===== config.mk =====
export PLATFORM = sky130hd
export DESIGN_NAME = subr_ctrl
export DESIGN_NICKNAME = d
export VERILOG_FILES = /design/src/rtl/subr_pkg.sv /design/src/rtl/subr_decode.sv /design/src/rtl/subr_ctrl.sv
export SDC_FILE = /design/constraint.sdc
export NUM_CORES = 1
export LEC_CHECK = 0
export BUFFER_PORTS_ARGS = -buffer_cell sky130_fd_sc_hd__clkbuf_2
export CAP_MARGIN = 30
export CORE_ASPECT_RATIO = 1.4
export CORE_UTILIZATION = 42
export CTS_CLUSTER_DIAMETER = 30
export DETAILED_ROUTE_END_ITERATION = 10
export PLACE_DENSITY_LB_ADDON = 0.25
export SYNTH_ARGS = -nofsm -noshare
export SYNTH_HDL_FRONTEND = slang
export SYNTH_SLANG_ARGS = --single-unit
export TNS_END_PERCENT = 100

===== constraint.sdc =====
create_clock -name clk -period 1.9 [get_ports clk]
set_clock_uncertainty 0.2 [all_clocks]
set_input_delay 0.19 -clock clk [delete_from_list [all_inputs] [get_ports clk]]
set_output_delay 0.19 -clock clk [all_outputs]
set_load 0.01 [all_outputs]

===== src/rtl/subr_pkg.sv =====
// Shared constants, state and strobe types for the subroutine sequencer (subr_ctrl).
package subr_pkg;

  localparam int unsigned ADDR_W = 12;
  localparam int unsigned BYTE_W = 8;
  localparam int unsigned NIB_W  = 4;
  localparam int unsigned SP_W   = 3;

  localparam logic [NIB_W-1:0] OPC_JMS = 4'b0101;
  localparam logic [NIB_W-1:0] OPC_BBL = 4'b1100;

  localparam logic [SP_W-1:0] STK_SP_FULL  = 3'd7;
  localparam logic [SP_W-1:0] STK_SP_EMPTY = 3'd0;

  typedef enum logic [2:0] {
    IDLE     = 3'd0,
    JMS_OP2  = 3'd1,
    JMS_PUSH = 3'd2,
    BBL_POP  = 3'd3,
    BBL_WAIT = 3'd4,
    FAULT    = 3'd5
  } subr_state_t;

  // Single-cycle strobes driven towards the stack, PC and accumulator.
  typedef struct packed {
    logic push;
    logic pop;
    logic pc_load;
    logic acc_load;
    logic done;
  } subr_strb_t;

  // Return address of a two-byte call: the byte after the operand, wrapping at 4K.
  function automatic logic [ADDR_W-1:0] ret_addr(input logic [ADDR_W-1:0] pc);
    return ADDR_W'(pc + ADDR_W'(2));
  endfunction

endpackage


===== src/rtl/subr_decode.sv =====
// Opcode classifier: flags JMS/BBL in the high nibble and passes the low nibble through.
module subr_decode
  import subr_pkg::*;
(
  input  logic [BYTE_W-1:0] inst_byte_i,
  output logic              is_jms_o,
  output logic              is_bbl_o,
  output logic [NIB_W-1:0]  nibble_o
);

  logic [NIB_W-1:0] opcode;

  assign opcode   = inst_byte_i[BYTE_W-1:NIB_W];
  assign is_jms_o = (opcode == OPC_JMS);
  assign is_bbl_o = (opcode == OPC_BBL);
  assign nibble_o = inst_byte_i[NIB_W-1:0];

endmodule


===== src/rtl/subr_ctrl.sv =====
// JMS/BBL subroutine sequencer driving the return-address stack, PC redirect and accumulator load.
// Optional stack guard (overflow/underflow -> sticky FAULT) enabled by defining SUBR_STACK_GUARD_EN.
module subr_ctrl
  import subr_pkg::*;
(
  input  logic              clk,
  input  logic              rstN,
  input  logic              instValid,
  input  logic [BYTE_W-1:0] instByte,
  input  logic [ADDR_W-1:0] instPc,
  output logic              instReady,
  output logic              stkPush,
  output logic              stkPop,
  output logic [ADDR_W-1:0] stkPcIn,
  input  logic [ADDR_W-1:0] stkPcOut,
  input  logic [SP_W-1:0]   stkSp,
  output logic              pcLoad,
  output logic [ADDR_W-1:0] pcNext,
  output logic              accLoad,
  output logic [NIB_W-1:0]  accData,
  output logic              done,
  output logic              fault
);

  subr_state_t       state_q, state_d;
  subr_strb_t        strb_q, strb_d;
  logic [ADDR_W-1:0] target_q, target_d;
  logic [ADDR_W-1:0] ret_q, ret_d;
  logic [NIB_W-1:0]  dat_q, dat_d;
  logic              ready_q, ready_d;
  logic              fault_q, fault_d;
  logic              pc_sel_q, pc_sel_d;

  logic              is_jms;
  logic              is_bbl;
  logic [NIB_W-1:0]  nibble;
  logic              accept;
  logic              guard_full;
  logic              guard_empty;

  subr_decode u_decode (
    .inst_byte_i (instByte),
    .is_jms_o    (is_jms),
    .is_bbl_o    (is_bbl),
    .nibble_o    (nibble)
  );

`ifdef SUBR_STACK_GUARD_EN
  assign guard_full  = (stkSp == STK_SP_FULL);
  assign guard_empty = (stkSp == STK_SP_EMPTY);
`else
  logic unused_sp;
  assign unused_sp   = ^stkSp;
  assign guard_full  = 1'b0;
  assign guard_empty = 1'b0;
`endif

  assign accept = instValid && ready_q;

  // Next-state, latch and strobe decode.
  always_comb begin
    state_d  = state_q;
    strb_d   = '0;
    target_d = target_q;
    ret_d    = ret_q;
    dat_d    = dat_q;
    fault_d  = fault_q;
    pc_sel_d = 1'b0;

    case (state_q)
      IDLE: begin
        if (accept) begin
          if (is_jms) begin
            if (guard_full) begin
              state_d = FAULT;
              fault_d = 1'b1;
            end else begin
              state_d  = JMS_OP2;
              target_d = {nibble, BYTE_W'(0)};
              ret_d    = ret_addr(instPc);
            end
          end else if (is_bbl) begin
            if (guard_empty) begin
              state_d = FAULT;
              fault_d = 1'b1;
            end else begin
              state_d    = BBL_POP;
              dat_d      = nibble;
              strb_d.pop = 1'b1;
            end
          end
        end
      end

      JMS_OP2: begin
        if (accept) begin
          state_d        = JMS_PUSH;
          target_d       = {target_q[ADDR_W-1:BYTE_W], instByte};
          strb_d.push    = 1'b1;
          strb_d.pc_load = 1'b1;
          strb_d.done    = 1'b1;
        end
      end

      JMS_PUSH: state_d = IDLE;

      // Popped address arrives one cycle after the pop strobe, so redirect from the stack port.
      BBL_POP: begin
        state_d         = BBL_WAIT;
        strb_d.pc_load  = 1'b1;
        strb_d.acc_load = 1'b1;
        strb_d.done     = 1'b1;
        pc_sel_d        = 1'b1;
      end

      BBL_WAIT: state_d = IDLE;

      FAULT: state_d = FAULT;

      default: state_d = IDLE;
    endcase

    ready_d = (state_d == IDLE) || (state_d == JMS_OP2);
  end

  // State and output registers.
  always_ff @(posedge clk) begin
    if (!rstN) begin
      state_q  <= IDLE;
      strb_q   <= '0;
      target_q <= '0;
      ret_q    <= '0;
      dat_q    <= '0;
      ready_q  <= 1'b1;
      fault_q  <= 1'b0;
      pc_sel_q <= 1'b0;
    end else begin
      state_q  <= state_d;
      strb_q   <= strb_d;
      target_q <= target_d;
      ret_q    <= ret_d;
      dat_q    <= dat_d;
      ready_q  <= ready_d;
      fault_q  <= fault_d;
      pc_sel_q <= pc_sel_d;
    end
  end

  assign instReady = ready_q;
  assign stkPush   = strb_q.push;
  assign stkPop    = strb_q.pop;
  assign stkPcIn   = ret_q;
  assign pcLoad    = strb_q.pc_load;
  assign pcNext    = pc_sel_q ? stkPcOut : target_q;
  assign accLoad   = strb_q.acc_load;
  assign accData   = dat_q;
  assign done      = strb_q.done;
  assign fault     = fault_q;

`ifndef SYNTHESIS
  a_push_pop_excl: assert property (@(posedge clk) disable iff (!rstN) !(stkPush && stkPop));
  a_push_pulse:    assert property (@(posedge clk) disable iff (!rstN) stkPush |=> !stkPush);
  a_pop_pulse:     assert property (@(posedge clk) disable iff (!rstN) stkPop |=> !stkPop);
  a_done_pulse:    assert property (@(posedge clk) disable iff (!rstN) done |=> !done);
`endif

endmodule


# Word-level counts from Yosys, hierarchy flattened
# Index checks and enable logic that the tools add are counted.
[op_classes] addsub=1 multipliers=0 n_div=0 n_lt_le_gt_ge=0 n_eq_ne=9 shift=0 n_mux=14 n_bitwise=5 reduce_logical=11
[ops] cell="12-bit two-way mux" n=3
[ops] cell="12-bit one-hot mux with 2 select lines" n=1
[ops] cell="12-bit by 2-bit adder with 12-bit output, second input constant" n=1
[ops] cell="3-bit two-way mux" n=4
[ops] cell="3-bit one-hot mux with 4 select lines" n=1
[ops] cell="4-bit AND reduction" n=3
[ops] cell="8-bit two-way mux" n=1
[ops] cell="3-bit by 1-bit equality test with 1-bit output, second input constant" n=2
[ops] cell="3-bit zero test" n=2
[ops] cell="2-bit != test, second input constant" n=3
[ops] cell="1-bit inverter" n=5
[ops] cell="4-bit by 3-bit equality test with 1-bit output, second input constant" n=1
[ops] cell="4-bit equality test, second input constant" n=1
[ops] cell="4-bit OR reduction" n=1
[ops] cell="3-bit by 2-bit equality test with 1-bit output, second input constant" n=1
[ops] cell="3-bit equality test, second input constant" n=1
[ops] cell="1-bit two-way mux" n=3
[ops] cell="3-bit AND reduction" n=1
[ops] cell="1-bit one-hot mux with 2 select lines" n=1
[ops] cell="2-bit AND reduction" n=1
[ops] cell="2-bit nonzero test" n=1
[ops] cell="1-bit logical AND" n=1
[ops] cell="1-bit logical OR" n=1
[totals] reg_bits=36 latch_bits=0 ram_bits=0 rom_bits=0 inputBits=38 out_inout_bits=35 mem_count=0

# Depth between registers and ports, before layout
# Gate-level depths: netlist (run 1).
[depth] depth_word=7 ltp_mapped=6

# Modules after synthesis
# From an unflattened synthesis (run 1), not the netlist that was laid out.
[unflattened] hier_cells=165 area_unflattened_um2=1674.1
[modules_own_cells] module="subr_ctrl" instances=1 cells_per_inst=159 area_per_inst_um2=1619.1
[modules_own_cells] module="subr_decode" instances=1 cells_per_inst=6 area_per_inst_um2=55.1

# Worst setup path after synthesis (run 1)
# OpenSTA, ideal clock, no wires.
[synth_path] path_type="register -> register" startpoint="register state_q[2]" endpoint="register dat_q[0], in the netlist accData[0]" setup_ns=0.128 arrival_time_ns=1.415 setup_slack_ns=0.158 path_stages_with_launch=7 n_path_buf=2 cell_sequence="dfxtp_1 -> buf_6 -> or3_1 -> or3_1 -> buf_6 -> mux2i_1 -> nor2_1"
[synth_between] elab_chain_cells=2
[synth_lines] element="start, declared" line="subr_ctrl.sv:25" source="subr_state_t state_q, state_d;"
[synth_lines] element="start signal, assigned" line="subr_ctrl.sv:138" source="state_q <= state_d;"
[synth_lines] element="3-bit zero test" line="subr_ctrl.sv:70" source="case (state_q)"
[synth_lines] element="4-bit AND reduction (no source line)"
[synth_lines] element="end signal, assigned" line="subr_ctrl.sv:142" source="dat_q <= dat_d;"
[synth_lines] element="end, declared" line="subr_ctrl.sv:29" source="logic [NIB_W-1:0] dat_q, dat_d;"
# Every way passes these cells.
# A chain may end at the register's enable or synchronous reset.

# Final worst setup path (run 1)
[layout_path] startpoint="register state_q[0]" endpoint="register dat_q[0], in the netlist accData[0]"
# Same word-level chain as after synthesis.

==> results of run 1 <==
metal layers:
layer / GRT usage, % / vias to the layer above / routed length [um]
met5: 0 / - / 0
met1: 20.5 / 696 / 1560
met3: 5.23 / 5 / 224
met2: 33.6 / 55 / 2000
li1: - / 799 / -
met4: 6.75 / 0 / 60
kinds of logic after synthesis:
kind of cell    synth area share (%)
mux                             11.6
flops                           42.7
compound gates                  13.0
buf+inv                         4.89
fa+ha+maj                      0.741
other cells                    0.222
xor+xnor                        5.71
simple gates                    21.2
layout make-up:
class                      count  area (sq um)
clock inverter                 1          30.0
sequential                    36           721
multi-input combinational    132           885
fill                         348          1460
inverter                       3          11.3
timing repair buffer          83           488
tap                           42          52.6
clock buffer                   7          96.3
worst max-delay path: cells and delay by family (launching register included):
| kind | cells | cell delay (ns) |
|---|---|---|
| DFF | 1 | 0.34 |
| muxes | 1 | 0.20 |
| and+or+nand+nor | 3 | 0.96 |
per-stage QoR:
step | setup WS (ns) | util [%] | instance area (sq um) | power (uW) | std cells
after floorplan | 0.158 | - | 1690 | 857 | 183
after global placement | 0.113 | 55.3 | 2070 | 924 | 287
after detailed placement | 0.0909 | 55.3 | 2070 | 927 | 287
after CTS | 0.0922 | 61.0 | 2280 | 1680 | 304
after global routing | 0.0255 | 61.0 | 2280 | 1730 | 304
final | 0.0980 | 61.0 | 2280 | 1660 | 304
final timing paths:
kind | from | end | slack (ns) | cells after the start
max | state_q[0] | accData[0] | 0.1 | 4
min | instByte[7] | target_q[7] | 0.007 | 3
max reg2reg | state_q[0] | accData[0] | 0.1 | 4
min reg2reg | target_q[6] | target_q[6] | 0.25 | 2
synth_stat cells (5+ instances only):
master and n:
a21oi_1 20, nand3_1 15, o21ai_0 7, nor2_1 11, nand2_1 15, nand2b_1 6, dfxtp_1 36, nor3_1 5
mux2i_1 6, mux2_2 12, xor2_1 7
flip-flops by register name, indices dropped and copies added (netlist names):
register,cells
accData,4
done,1
instReady,1
pc_sel_q,1
state_q,3
stkPcIn,12
stkPop,1
stkPush,1
target_q,12
report_power, final:
group | internal, uW | total (uW) | switching (uW)
combinational | 75.7 | 156 | 80.3
sequential | 764 | 769 | 4.93
clock | 463 | 734 | 271
total | 1300 | 1660 | 357
==> impl_metrics.ini, run 1 <==
[status]
status = completed

[critical_path]
path_class = reg2reg
endpoint_kind = flop
crit_path_cell_trace = or3_1, or3_1, mux2i_1, nor2_1
crit_slowest_cell = or3_1
crit_path_start_kind = flop
cp_data_required_time_ns = 1.88
critPathMostFrequentCell = or3_1
slowest_delay_ns = 0.53
path_max_fanout = 7
arrival_ns = 1.78

[global_route]
track_usage_pct = 18.7
grt_pass1_wl_um = 6390
antenna_found_initial = 0
grt_pass1_vias = 1423
grt_max_degree = 31
globalRouteOverflowTotal = 0

[clock_network]
postCtsHoldBufs = 9
htreeDepth = 2
cts-root-buf = clkbuf_8
clk_pin_slew_ns = 0.07
cts.sinks = 36
postCtsSetupRepairBufs = 0
clock_path_buffers = 2
cts_resized = 0
cts_buffers = 5
clk_latency_ns = 0.28
cts_tree = yes

[detailed_routing]
postRouteAntennaNets = 0
drtIter0Drc = 39
drc = 0
viasPerCell = 5.12
dr_total_vias = 1555
dr.pass1.iters = 4
routedWlPerCell_um = 12.7
totalWireLength_um = 3850

[timing]
finalSetupViolCount = 0
relSlewSlack_pct = 64.6
whs_ns = 0.00654
finalHoldViolations = 0
fmax_ghz = 0.555
grt_setup_unrepaired = false
worstMarginPinSlew_ns = 0.531
fin_crit_sh_pct = 94.8
timing.setup.tns_ns = 0
drv_slew = 0
period_needed_ns = 1.80

[synthesis]
syn-num-nets = 222
syn_area_per_cell_sq_um = 9.22
netlist.top_cell.by_area = dfxtp_1
yosys.cell_types.count = 35
synthCells = 183
yosysWarnings = 0
synth_seq_area_share_pct = 42.7
synth-seq-cells = 36
yosys.area.top_type_share_pct = 42.7
synthArstFlopShare_pct = 0
ys.flop_type = dfxtp_1
synth-edff-count = 0
synth_area_leaders = dfxtp_1 (43%), mux2_2 (8.0%), a21oi_1 (5.9%)
netlist_area_sq_um = 1690

[placed_design]
dp_hpwl_um = 2770
place_congestion = 0.837
io_buffers = 68

[floorplanning]
start_util_pct = 45.1
dieArea_sq_um = 4280
pin_count = 73
die_w_um = 55.6
rows = 26
core_area_sq_um = 3740
die_y_um = 77.0

[power]
power_density_nw_per_um2 = 727
peakVddDrop_v = 0.000700
p_leak_uw = 0.00102

[final_layout]
areaGrowthSynthToFinish_pct = 35.3
final_cell_mix = clkbuf_2 (68), dfxtp_1 (36), a21oi_1 (20)
diodes = 0
drive_above_1_share_pct = 37.0
layout.cells.most_common = clkbuf_2
nets = 300

[hold_path]
hold_path_class = in2reg

[job]
maxCapViolations = 0
No activity file was read; power rests on OpenSTA's default activity.
==> run 2, diff against run 1 <==
--- a/config.mk
+++ b/config.mk
@@ -7,8 +7,7 @@
 export LEC_CHECK = 0
 export BUFFER_PORTS_ARGS = -buffer_cell sky130_fd_sc_hd__clkbuf_2
 export CAP_MARGIN = 30
-export CORE_ASPECT_RATIO = 1.4
-export CORE_UTILIZATION = 42
+export CORE_UTILIZATION = 30
 export CTS_CLUSTER_DIAMETER = 30
 export DETAILED_ROUTE_END_ITERATION = 10
 export PLACE_DENSITY_LB_ADDON = 0.25
==> run 2 against run 1 <==
Effect of this change: clock power decreased by 8.4%; wire length increased by 5.7%; power decreased by 3.4%; die area increased by 39%; largest power group unchanged.
==> impl_metrics.ini, run 2 (synthesis results as in run 1) <==
[placed_design]
dpl_cell_area_sq_um = 2140
dp_hpwl_um = 2930
io_buffers = 68
place_congestion = 0.698

[critical_path]
crit_path_cell_trace = or3_1, buf_4, nor3_4, buf_12, mux2i_1, nor2_1
reg2reg_depth = 6
rrSetupSlack_ns = 0.12
crit_start = state_q[1]
timing.rr.end = stkPcIn[2]
crit_path_start_kind = flop
cp_data_required_time_ns = 1.88
path_class = reg2reg
crit_slowest_cell = or3_1
arrival_ns = 1.76
reg2reg_from = state_q[1]
path_max_fanout = 30
endpoint_kind = flop
slowest_delay_ns = 0.37

[detailed_routing]
drc = 0
drtIter0Drc = 56
viasPerCell = 4.70
dr.pass1.iters = 4
postRouteAntennaNets = 0
routedWlPerCell_um = 12.1
totalWireLength_um = 4070
dr_total_vias = 1576

[power]
p_leak_uw = 0.00103
finalPower_uw = 1600
peakVddDrop_v = 0.000507
power_density_nw_per_um2 = 687

[clock_network]
clk_latency_ns = 0.28
cts_tree = yes
cts-root-buf = clkbuf_8
cts.sinks = 36
clock_path_buffers = 2
htreeDepth = 2
cts_buffers = 5
postCtsSetupRepairBufs = 0
clk_pin_slew_ns = 0.07

[timing]
finalSetupViolCount = 0
period_needed_ns = 1.78
timing.setup.tns_ns = 0
finalHoldViolations = 0
fin_crit_sh_pct = 93.8
fmax_ghz = 0.561
grt_setup_unrepaired = false
drv_slew = 0

[hold_path]
whs_endpoint = instReady
min_path_cells = 2
hp-start = rstN
hold_path_class = in2reg

[global_route]
busiest_layer = met2
grt_pass1_vias = 1487
globalRouteOverflowTotal = 0
grt_pass1_wl_um = 6670
use_met1_pct = 17.1
gr-usage-met3_pct = 4.05
globalRouteMet2Util_pct = 24.3
track_usage_pct = 14.1
antenna_found_initial = 0
grt_max_degree = 31

[status]
status = completed

[floorplanning]
start_util_pct = 32.0
pin_count = 73
die_y_um = 77.0
rows = 26
dieArea_sq_um = 5930
die_w_um = 77.0
core_area_sq_um = 5270

[job]
maxCapViolations = 0

[final_layout]
multi_input_area_sq_um = 891
final_cell_mix = clkbuf_2 (68), dfxtp_1 (35), a21oi_1 (20)
areaGrowthSynthToFinish_pct = 38.1
final-seq-area_sq_um = 722
nFillCells = 569
post-route-cell-area_sq_um = 2330
layout.cells.most_common = clkbuf_2
diodes = 0
nets = 303
drive_above_1_share_pct = 38.5
## run 2: timing repair
| item | 4_1_cts | 5_1_grt |
|---|---|---|
| gates resized for setup | 0 | 1 |
| hold buffers | 8 | 0 |
| hold endpoints to repair | 16 | 0 |
| setup endpoints to repair | 0 | 8 |
## run 2: power breakdown
part	leakage, uW	internal (uW)	switching, uW
sequential	0.000291	763	4.63
combinational	0.000680	78.7	83.2
clock	0.0000541	388	284
## run 2: how the worst max path moves through the flow
stage / endpoint / slack [ns] / depth (start not counted)
2_1_floorplan: accData[0] / 0.16 / 6
3_3_place_gp: accData[2] / 0.12 / 4
3_5_place_dp: stkPcIn[4] / 0.11 / 6
4_1_cts: pcNext[11] / 0.009 / 3
5_1_grt: stkPcIn[4] / 0.01 / 6
6_report: stkPcIn[2] / 0.12 / 6
## run 2: layout make-up
class / count / share of cell area, %
Timing Repair Buffer: 86 / 21.8
Tap cell: 70 / 3.76
Clock inverter: 3 / 1.83
Sequential cell: 36 / 31.0
Multi-Input combinational cell: 132 / 38.2
Inverter: 3 / 0.483
Clock buffer: 5 / 2.95
## run 2: critical path, delay by kind of cell, from the launching register on
family / cells / cell delay (ns)
and+or+nand+nor: 3 / 0.61
DFF: 1 / 0.31
buffers and inverters: 2 / 0.35
muxes: 1 / 0.20
## run 2: per-stage QoR
step	utilization [%]	hold slack (ns)	setup WS (ns)	std cells
2_1_floorplan	-	0.0857	0.158	183
3_3_place_gp	40.6	0.224	0.125	319
3_5_place_dp	40.6	0.227	0.112	319
4_1_cts	44.2	0.00522	0.00943	335
5_1_grt	44.2	0.0138	0.00960	335
6_report	44.2	0.00383	0.118	335
## run 2: metal layers
| metal | vias to the layer above | wire length [um] |
|---|---|---|
| met4 | 0 | 36 |
| met3 | 4 | 280 |
| met5 | - | 0 |
| met2 | 50 | 1910 |
| li1 | 802 | - |
| met1 | 720 | 1840 |
==> run 3, diff against run 2 <==
--- a/config.mk
+++ b/config.mk
@@ -13,5 +13,6 @@
 export PLACE_DENSITY_LB_ADDON = 0.25
 export SYNTH_ARGS = -nofsm -noshare
 export SYNTH_HDL_FRONTEND = slang
+export SYNTH_HIERARCHICAL = 1
 export SYNTH_SLANG_ARGS = --single-unit
 export TNS_END_PERCENT = 100
==> constraint.sdc (replaced) <==
create_clock -name clk -period 1.45 [get_ports clk]
set_clock_uncertainty 0.2 [all_clocks]
set_input_delay 0.145 -clock clk [delete_from_list [all_inputs] [get_ports clk]]
set_output_delay 0.145 -clock clk [all_outputs]
set_load 0.01 [all_outputs]
==> run 3 against run 2 <==
Effect of this change: via count decreased by 2.3%; the run now ends with negative setup slack left; worst hold slack better by 0.014 ns; setup slack got worse by 0.27 ns; cell area rose by 15%; final cell count down 1.5%; clock power is 82% higher; utilization up 7.0 points; global-route usage fell by 0.35 points.
==> impl_metrics.ini, run 3 <==
[synthesis]
synth-seq-cells = 36
syn-num-nets = 204
netlist_area_sq_um = 1670
yosys.area.top_type_share_pct = 43.0
yosysWarnings = 6
synth_fa_ha_area_share_pct = 0.747
synth_area_leaders = dfxtp_1 (43%), mux2_2 (8.1%), nor2b_1 (7.1%)
yosysMostFrequentCell = dfxtp_1
yosys.area_share.simple_pct = 19.2
synth_xor_area_share_pct = 5.23
synthCells = 165
synth_compound_area_share_pct = 10.8
ys_top_cells_by_count = dfxtp_1 (36), nor2b_1 (19), mux2_2 (12)
synthArstFlopShare_pct = 0
synth_top_family_by_area = simple AND/OR/NAND/NOR gates
yosys.cell_types.count = 30
netlist.top_cell.by_area = dfxtp_1
synth_seq_area_share_pct = 43.0
muxShareOfSynthArea_pct = 14.6
synth-edff-count = 0
ys.flop_type = dfxtp_1
syn_area_per_cell_sq_um = 10.1

[global_route]
grt_max_degree = 18
grt_pass1_vias = 1364
globalRouteOverflowTotal = 0
antenna_found_initial = 0
track_usage_pct = 13.8
grt_pass1_wl_um = 6550

[timing]
layout_setup_ws_ns = -0.157
finalHoldViolations = 0
whs_ns = 0.0174
drv_slew = 0
timing.setup.tns_ns = -2.00
finalSetupViolCount = 19
grt_setup_unrepaired = true
fin_crit_sh_pct = 111
fmax_ghz = 0.622
period_needed_ns = 1.61

[clock_network]
clock_path_buffers = 2
cts-root-buf = clkbuf_8
clk_latency_ns = 0.28
htreeDepth = 2
cts_tree = yes
cts.sinks = 36
clk_pin_slew_ns = 0.07
cts_buffers = 5

[detailed_routing]
drtIter0Drc = 27
routedWlPerCell_um = 12.8
met3_length_um = 297
top_layer = met4
dr_total_vias = 1539
wl_met1_um = 1980
viasPerCell = 4.66
postRouteAntennaNets = 0
totalWireLength_um = 4230
wl_met2_um = 1920
dr.pass1.iters = 3
drc = 0

[power]
switching_power_uw = 474
power_density_nw_per_um2 = 922
peakVddDrop_v = 0.000509
internal_power_uw = 2000
p_leak_uw = 0.00123
combPwrFrac_pct = 10.0
seqPwrFrac_pct = 40.8
swShare_pct = 19.2
pwr-share-clk_pct = 49.2

[hold_path]
hold_path_class = in2reg

[placed_design]
dp.cells = 305
io_buffers = 68
dpl_cell_area_sq_um = 2160
dp_hpwl_um = 2850
place_congestion = 0.762

[critical_path]
crit_path_start_kind = flop
path_class = reg2out
arrival_ns = 1.26
cp_data_required_time_ns = 1.11
path_max_fanout = 6
endpoint_kind = output port
rrSetupSlack_ns = -0.08

[final_layout]
layout.cells.non_filler = 330
nets = 298
areaGrowthSynthToFinish_pct = 60.2
layout.cells.most_common = clkbuf_2
drive_above_1_share_pct = 50.4
diodes = 0
final_cell_mix = clkbuf_2 (56), dfxtp_1 (32), nor2b_1 (19)
post-route-cell-area_sq_um = 2680

[status]
status = finished, violations left
violations = negative setup slack

[floorplanning]
die_y_um = 76.7
pin_count = 73
die_w_um = 76.7
core_area_sq_um = 5240
rows = 26
dieArea_sq_um = 5880
start_util_pct = 32.0

[job]
maxCapViolations = 0
run 3: worst max-delay path: stages (launching register included):
cell and delay, ns:
dfxtp_4 0.39, clkbuf_16 0.16, mux2_4 0.31, buf_6 0.12
run 3: worst paths after layout:
| check | startpoint | end | cells past startpoint |
|---|---|---|---|
| worst max-delay path | pc_sel_q | pcNext[5] | 3 |
| worst min-delay path | instPc[8] | stkPcIn[8] | 3 |
| worst max register to register | state_q[2] | target_q[8] | 5 |
| worst min register to register | state_q[1] | state_q[0] | 1 |
run 3: final cells by class:
| cell class | count | area (sq um) |
|---|---|---|
| Multi-Input combinational cell | 114 | 951 |
| Clock buffer | 5 | 68.8 |
| Timing Repair Buffer | 102 | 757 |
| Tap cell | 70 | 87.6 |
| Fill cell | 474 | 2550 |
| Clock inverter | 3 | 90.1 |
| Sequential cell | 36 | 728 |
run 3: kinds of logic (layout without fill, tap and decap cells):
logic type               after synthesis  count (layout)
AND/OR/NAND/NOR                       52              52
flip-flops                            36              36
AO/OA/AOI/OAI                         27              27
multiplexers                          23              23
buffers and inverters                 15             110
XOR/XNOR                              10              10
adder cells (fa/ha/maj)                1               1
other                                  1               1
run 3: layer usage:
layer / GRT usage [%] / vias up
met2: 22.4 / 56
met4: 2.88 / 0
met5: 0 / -
met1: 17.6 / 707
met3: 4.64 / 4
li1: - / 772
run 3: stage by stage:
| step | util (%) | setup WS (ns) | total power, uW |
|---|---|---|---|
| CTS | 46.7 | -0.168 | 2490 |
| floorplan | - | -0.0205 | 1130 |
| global route | 51.2 | -0.194 | 2590 |
| global placement | 41.2 | -0.125 | 1230 |
| detailed placement | 41.2 | -0.149 | 1230 |
| finish | 51.2 | -0.157 | 2470 |
run 3: power by group through the flow:
stage | registers, uW | logic (uW) | clock network (uW)
2_1_floorplan | 1040 | 95.6 | 0
3_3_place_gp | 1030 | 196 | 0
3_5_place_dp | 1030 | 197 | 0
4_1_cts | 1010 | 224 | 1250
5_1_grt | 1010 | 269 | 1310
6_report | 1010 | 247 | 1220
run 3: what timing repair did:
action	4_1_cts	5_1_grt
endpoints found under the hold margin	19	0
setup buffers	1	2
hold buffers	11	0
setup endpoints to repair	34	39
pin swaps	0	2
cloned	0	3
resized for setup	5	59
